`config.mk`:
```
export PLATFORM = sky130hd
export DESIGN_NAME = nibble_serial_adder
export DESIGN_NICKNAME = d
export VERILOG_FILES = /design/src/rtl/nibble_serial_adder.sv
export SDC_FILE = /design/constraint.sdc
export NUM_CORES = 1
export LEC_CHECK = 0
export ABC_AREA = 1
export CAP_MARGIN = 20
export CORE_ASPECT_RATIO = 1.75
export CORE_MARGIN = 1
export CORE_UTILIZATION = 35
export CTS_BUF_LIST = sky130_fd_sc_hd__clkbuf_8
export CTS_CLUSTER_DIAMETER = 50
export DETAILED_ROUTE_END_ITERATION = 8
export PLACE_DENSITY = 0.68
export REMOVE_ABC_BUFFERS = 1
export SYNTH_ARGS = -nofsm -noshare
export SYNTH_HDL_FRONTEND = slang
export SYNTH_SLANG_ARGS = --single-unit
```
`constraint.sdc`:
```
create_clock -name clk -period 2.75 [get_ports clk]
set_input_delay 0.55 -clock clk [delete_from_list [all_inputs] [get_ports clk]]
set_output_delay 0.55 -clock clk [all_outputs]
set_load 0.02 [all_outputs]
```
`src/rtl/nibble_serial_adder.sv`:
```
// Multi-cycle WIDTH-bit adder: one 4-bit ripple adder processes one nibble per cycle,
// with the carry held in a register between nibbles and a valid/ready handshake on each side.

module four_bit_adder_bh (
    input  logic [3:0] a,
    input  logic [3:0] b,
    input  logic       ci,
    output logic [3:0] s,
    output logic       co
);
    assign {co, s} = {1'b0, a} + {1'b0, b} + {4'b0000, ci};
endmodule

module nibble_serial_adder #(
    parameter int WIDTH = 16
) (
    input  logic             clk,
    input  logic             rst_n,
    input  logic             start_valid,
    output logic             start_ready,
    input  logic [WIDTH-1:0] a_in,
    input  logic [WIDTH-1:0] b_in,
    input  logic             c_in,
    output logic             res_valid,
    input  logic             res_ready,
    output logic [WIDTH-1:0] sum_out,
    output logic             c_out,
    output logic             overflow
);
    localparam int NIB = WIDTH / 4;
    localparam int IW  = $clog2(NIB);

    typedef enum logic [1:0] {IDLE, RUN, DONE} state_t;

    state_t           state_reg, state_next;
    logic [IW-1:0]    idx_reg;
    logic             carry_reg;
    logic [WIDTH-1:0] a_reg, b_reg, res_reg;
    logic [WIDTH-1:0] res_next;
    logic [3:0]       a_nib, b_nib, add_sum;
    logic             add_co;
    logic             last_nib;
    logic             overflow_next;

    assign a_nib    = a_reg[{idx_reg, 2'b00} +: 4];
    assign b_nib    = b_reg[{idx_reg, 2'b00} +: 4];
    assign last_nib = (idx_reg == IW'(NIB - 1));

    four_bit_adder_bh u_add (
        .a  (a_nib),
        .b  (b_nib),
        .ci (carry_reg),
        .s  (add_sum),
        .co (add_co)
    );

    // res_next is the partial result with the current nibble merged in; on the
    // last nibble it is the complete sum that gets loaded into sum_out.
    genvar gi;
    generate
        for (gi = 0; gi < NIB; gi++) begin : g_nib
            assign res_next[4*gi +: 4] = (idx_reg == IW'(gi)) ? add_sum : res_reg[4*gi +: 4];
        end
    endgenerate

    assign overflow_next = (a_reg[WIDTH-1] == b_reg[WIDTH-1]) && (res_next[WIDTH-1] != a_reg[WIDTH-1]);

    always_ff @(posedge clk or negedge rst_n) begin
        if (!rst_n) begin
            state_reg <= IDLE;
        end else begin
            state_reg <= state_next;
        end
    end

    always_comb begin
        state_next = state_reg;
        case (state_reg)
            IDLE:    if (start_valid) state_next = RUN;
            RUN:     if (last_nib)    state_next = DONE;
            DONE:    if (res_ready)   state_next = IDLE;
            default:                  state_next = IDLE;
        endcase
    end

    always_comb begin
        start_ready = (state_reg == IDLE);
        res_valid   = (state_reg == DONE);
    end

    always_ff @(posedge clk or negedge rst_n) begin
        if (!rst_n) begin
            idx_reg   <= '0;
            carry_reg <= 1'b0;
            a_reg     <= '0;
            b_reg     <= '0;
            res_reg   <= '0;
            sum_out   <= '0;
            c_out     <= 1'b0;
            overflow  <= 1'b0;
        end else begin
            case (state_reg)
                IDLE: begin
                    if (start_valid) begin
                        a_reg     <= a_in;
                        b_reg     <= b_in;
                        carry_reg <= c_in;
                        idx_reg   <= '0;
                    end
                end
                RUN: begin
                    res_reg   <= res_next;
                    carry_reg <= add_co;
                    idx_reg   <= idx_reg + 1'b1;
                    if (last_nib) begin
                        sum_out  <= res_next;
                        c_out    <= add_co;
                        overflow <= overflow_next;
                    end
                end
                default: ;
            endcase
        end
    end
endmodule

```
==> metrics.md <==
| Metric | Value |
|---|---|
| Status | `completed` |
| Slew @ Worst Pin | `481.3 ps` |
| Initial Util | `0.3624` |
| CTS root buf | `clkbuf_8` |
| Hold Fails Final Rpt | `0` |
| Overflow after GRT | `0` |
| Clk network pwr share | `0.152` |
| Pwr Density | `1359 nW/um2` |
| Fraction of the yosys area taken by sequential cells | `0.5380` |
| Post-layout util | `0.4614` |
| CTS sink cnt | `68` |
| Top Ports | `57` |
| Global-route usage over all layers | `0.1671` |
| Unrepaired setup endpoints after global routing | `false` |
| Count of cell types in the netlist | `26` |
| ANT nets after route | `0` |
| Number of synthesized register bits | `68` |
| Die height | `127.8 um` |
| Vias/cell | `4.655` |
| Number of global-route vias before repair | `2,616` |
| Initial antenna violation count | `0` |
| TritonRoute pass-1 iters | `6` |
| Layout cell share with drive strength beyond 1 | `0.07240` |
| Yosys top cell by area | `dfrtp_1` |
| Routed length on met3 | `200 um` |
| Period utilisation layout | `0.8943` |
| Routed WL | `6874 um` |
| Hold Crit Class | `in2async` |
| Cells along the critical path | `inv_2 > o21ai_1 > o22ai_1 > fa_1 > fa_1 > xnor2_2 > nand2_1 > o21ai_0 > o21ai_0` |
| Post-DP HPWL | `5083 um` |
| Max Fclk | `406.6 MHz` |
| Rows | `45` |
| DIE AREA | `9436 um2` |
| Syn_area_per_cell | `8.368 um2` |
| Worst Path Buf+Inv | `1` |
| PortBufs | `56` |
| Worst-path fanout max | `20` |
| Sequential Power Share | `0.321` |
| Max Used Layer | `met4` |
| NetSw | `2.390 mW` |
| Post-CTS Setup Bufs | `0` |
| Mapped Area | `3163 um2` |
| Slew HR | `0.6791` |
| Most frequent cells in the layout | `168 x nand2_1, 67 x dfrtp_1, 55 x clkdlybuf4s50_1` |
| Yosys warns | `0` |
| Pleak | `1.958 nW` |
| Largest net degree at the start of global routing | `34` |
| Crit path DAT | `2680 ps` |
| GP Congestion | `0.8338` |
| Crit end category | `flip-flop` |
| Worst-path cell with the longest stage delay | `dfrtp_2` |
| CP required | `2970 ps` |
| FF/Latch Area | `1703 um2` |
| Commonest non-fill, non-tap cell in the layout | `nand2_1` |
| Sw Ratio | `0.4369` |
| CTS tree | `built` |
| Nets | `484` |
| CTS max path bufs | `2` |
| N_diodes | `0` |
| Max-cap violations | `0` |
| WL/cell | `12.30 um` |
| Core area | `8727 um2` |
| Residual DRC | `0` |
| Critical path type | `reg2reg` |
| Combinational share of power | `0.527` |
| Die width | `73.86 um` |
| Htree depth | `3` |
| Total power | `5.471 mW` |
| M1 WL | `2778 um` |
| Cell-internal power | `3.080 mW` |
| Peak supply drop | `496.3 uV` |
| Hold buffers post-CTS | `0` |
| Max-slew violation count | `0` |
| Top cell family by delay on the critical path | `adder cells` |
| # fillers | `868` |
| Area delta synth->final | `27.29%` |
| Area occupied by multi-input gates | `1301 um2` |
| Top post-synthesis cells by area | `dfrtp_1 54%, nand2_1 20%, o21ai_0 7.0%, ha_1 2.8%, nor2_1 2.1%` |
| Cell count after synthesis | `378` |
| Drt first-iter violations | `146` |
| Via count | `2,602` |
| Synth top area share | `0.5380` |
| Metal2 WL | `3626 um` |
| Reg clk slew, reported paths | `70 ps` |
| First-pass GRT wire length | `11,730 um` |
| Clock skew | `10.06 ps` |
| Setup TNS Final | `0 ps` |
| Post-layout min period | `2459 ps` |
| CP Launch Type | `flip-flop` |
| Worst-Skew Late Latency | `350 ps` |
| Final count of negative-setup-slack endpoints | `0` |
| Total CTS buffers | `9` |
| Max incr delay on CP | `460 ps` |
-- power groups by stage --
stage	Combinational, mW	Clock (mW)	Sequential [mW]
after floorplan	1.82	0	1.85
after global placement	2.76	0	1.77
after detailed placement	2.85	0	1.77
after CTS	2.87	0.856	1.76
after global routing	3.31	0.893	1.82
final	2.88	0.831	1.76
-- final timing paths --
path / depth (start not counted) / startpoint / slack [ps] / end
min reg2reg: 2 / sum_out[13] / 470 / sum_out[13]
max in group asynchronous: 2 / rst_n / 1880 / b_reg[11]
max reg2reg: 9 / idx_reg[0] / 290 / res_reg[10]
max: 9 / idx_reg[0] / 290 / res_reg[10]
min in group clk: 2 / sum_out[13] / 470 / sum_out[13]
min: 1 / rst_n / 160 / res_reg[11]
-- synthesized netlist by cell type --
library cell  instances
nand2_1             168
dfrtp_1              68
o21ai_0              44
nor2_1               18
inv_1                14
nand3_1              12
o22ai_1               8
buf_2                 7
ha_1                  7
o21ai_1               7
buf_6                 4
a21oi_1               2
buf_4                 2
fa_1                  2
inv_4                 2
nand2_2               2
or2_2                 2
clkinv_1              1
inv_2                 1
nand2_4               1
nor2_2                1
nor2_8                1
o21bai_1              1
o31ai_1               1
or2_1                 1
xnor2_1               1
-- kinds of logic after synthesis --
kind of cell,Yosys count,share of synthesized area
compound gates,63,0.1044
xor+xnor,1,0.002769
fa+ha+maj,9,0.04035
buf+inv,31,0.05300
flops,68,0.5380
simple gates,206,0.2615
-- routing by layer --
layer / global-route usage / up-vias
met5: 0 / -
met4: 0.1075 / 0
met3: 0.03145 / 16
met2: 0.2887 / 64
met1: 0.1816 / 1200
li1: - / 1322
-- per-stage QoR --
| stage | hold slack (ps) | worst slack [ps] | instance area (um2) | cells |
|---|---|---|---|---|
| final | 156.5 | 290.8 | 4026 | 559 |
| after global routing | 187.8 | 14.92 | 4026 | 559 |
| after CTS | 157.3 | 20.68 | 4018 | 559 |
| after detailed placement | 458.4 | 29.86 | 3815 | 544 |
| after global placement | 452.1 | 180.6 | 3815 | 544 |
| after floorplan | 254.4 | 260.8 | 3068 | 365 |
-- layout make-up --
cell class,count,area share
inverter,18,0.01802
tap,117,0.03636
clock buffer,12,0.04102
timing repair buffer,62,0.1492
sequential,68,0.4229
multi-input combinational,279,0.3232
clock inverter,3,0.009323
-- timing repair --
| action | CTS | global route |
|---|---|---|
| gates resized for setup | 0 | 3 |
| endpoints found under the setup margin | 0 | 13 |
| hold endpoints to repair | 0 | 0 |
Power figures use the tool's default switching activity.
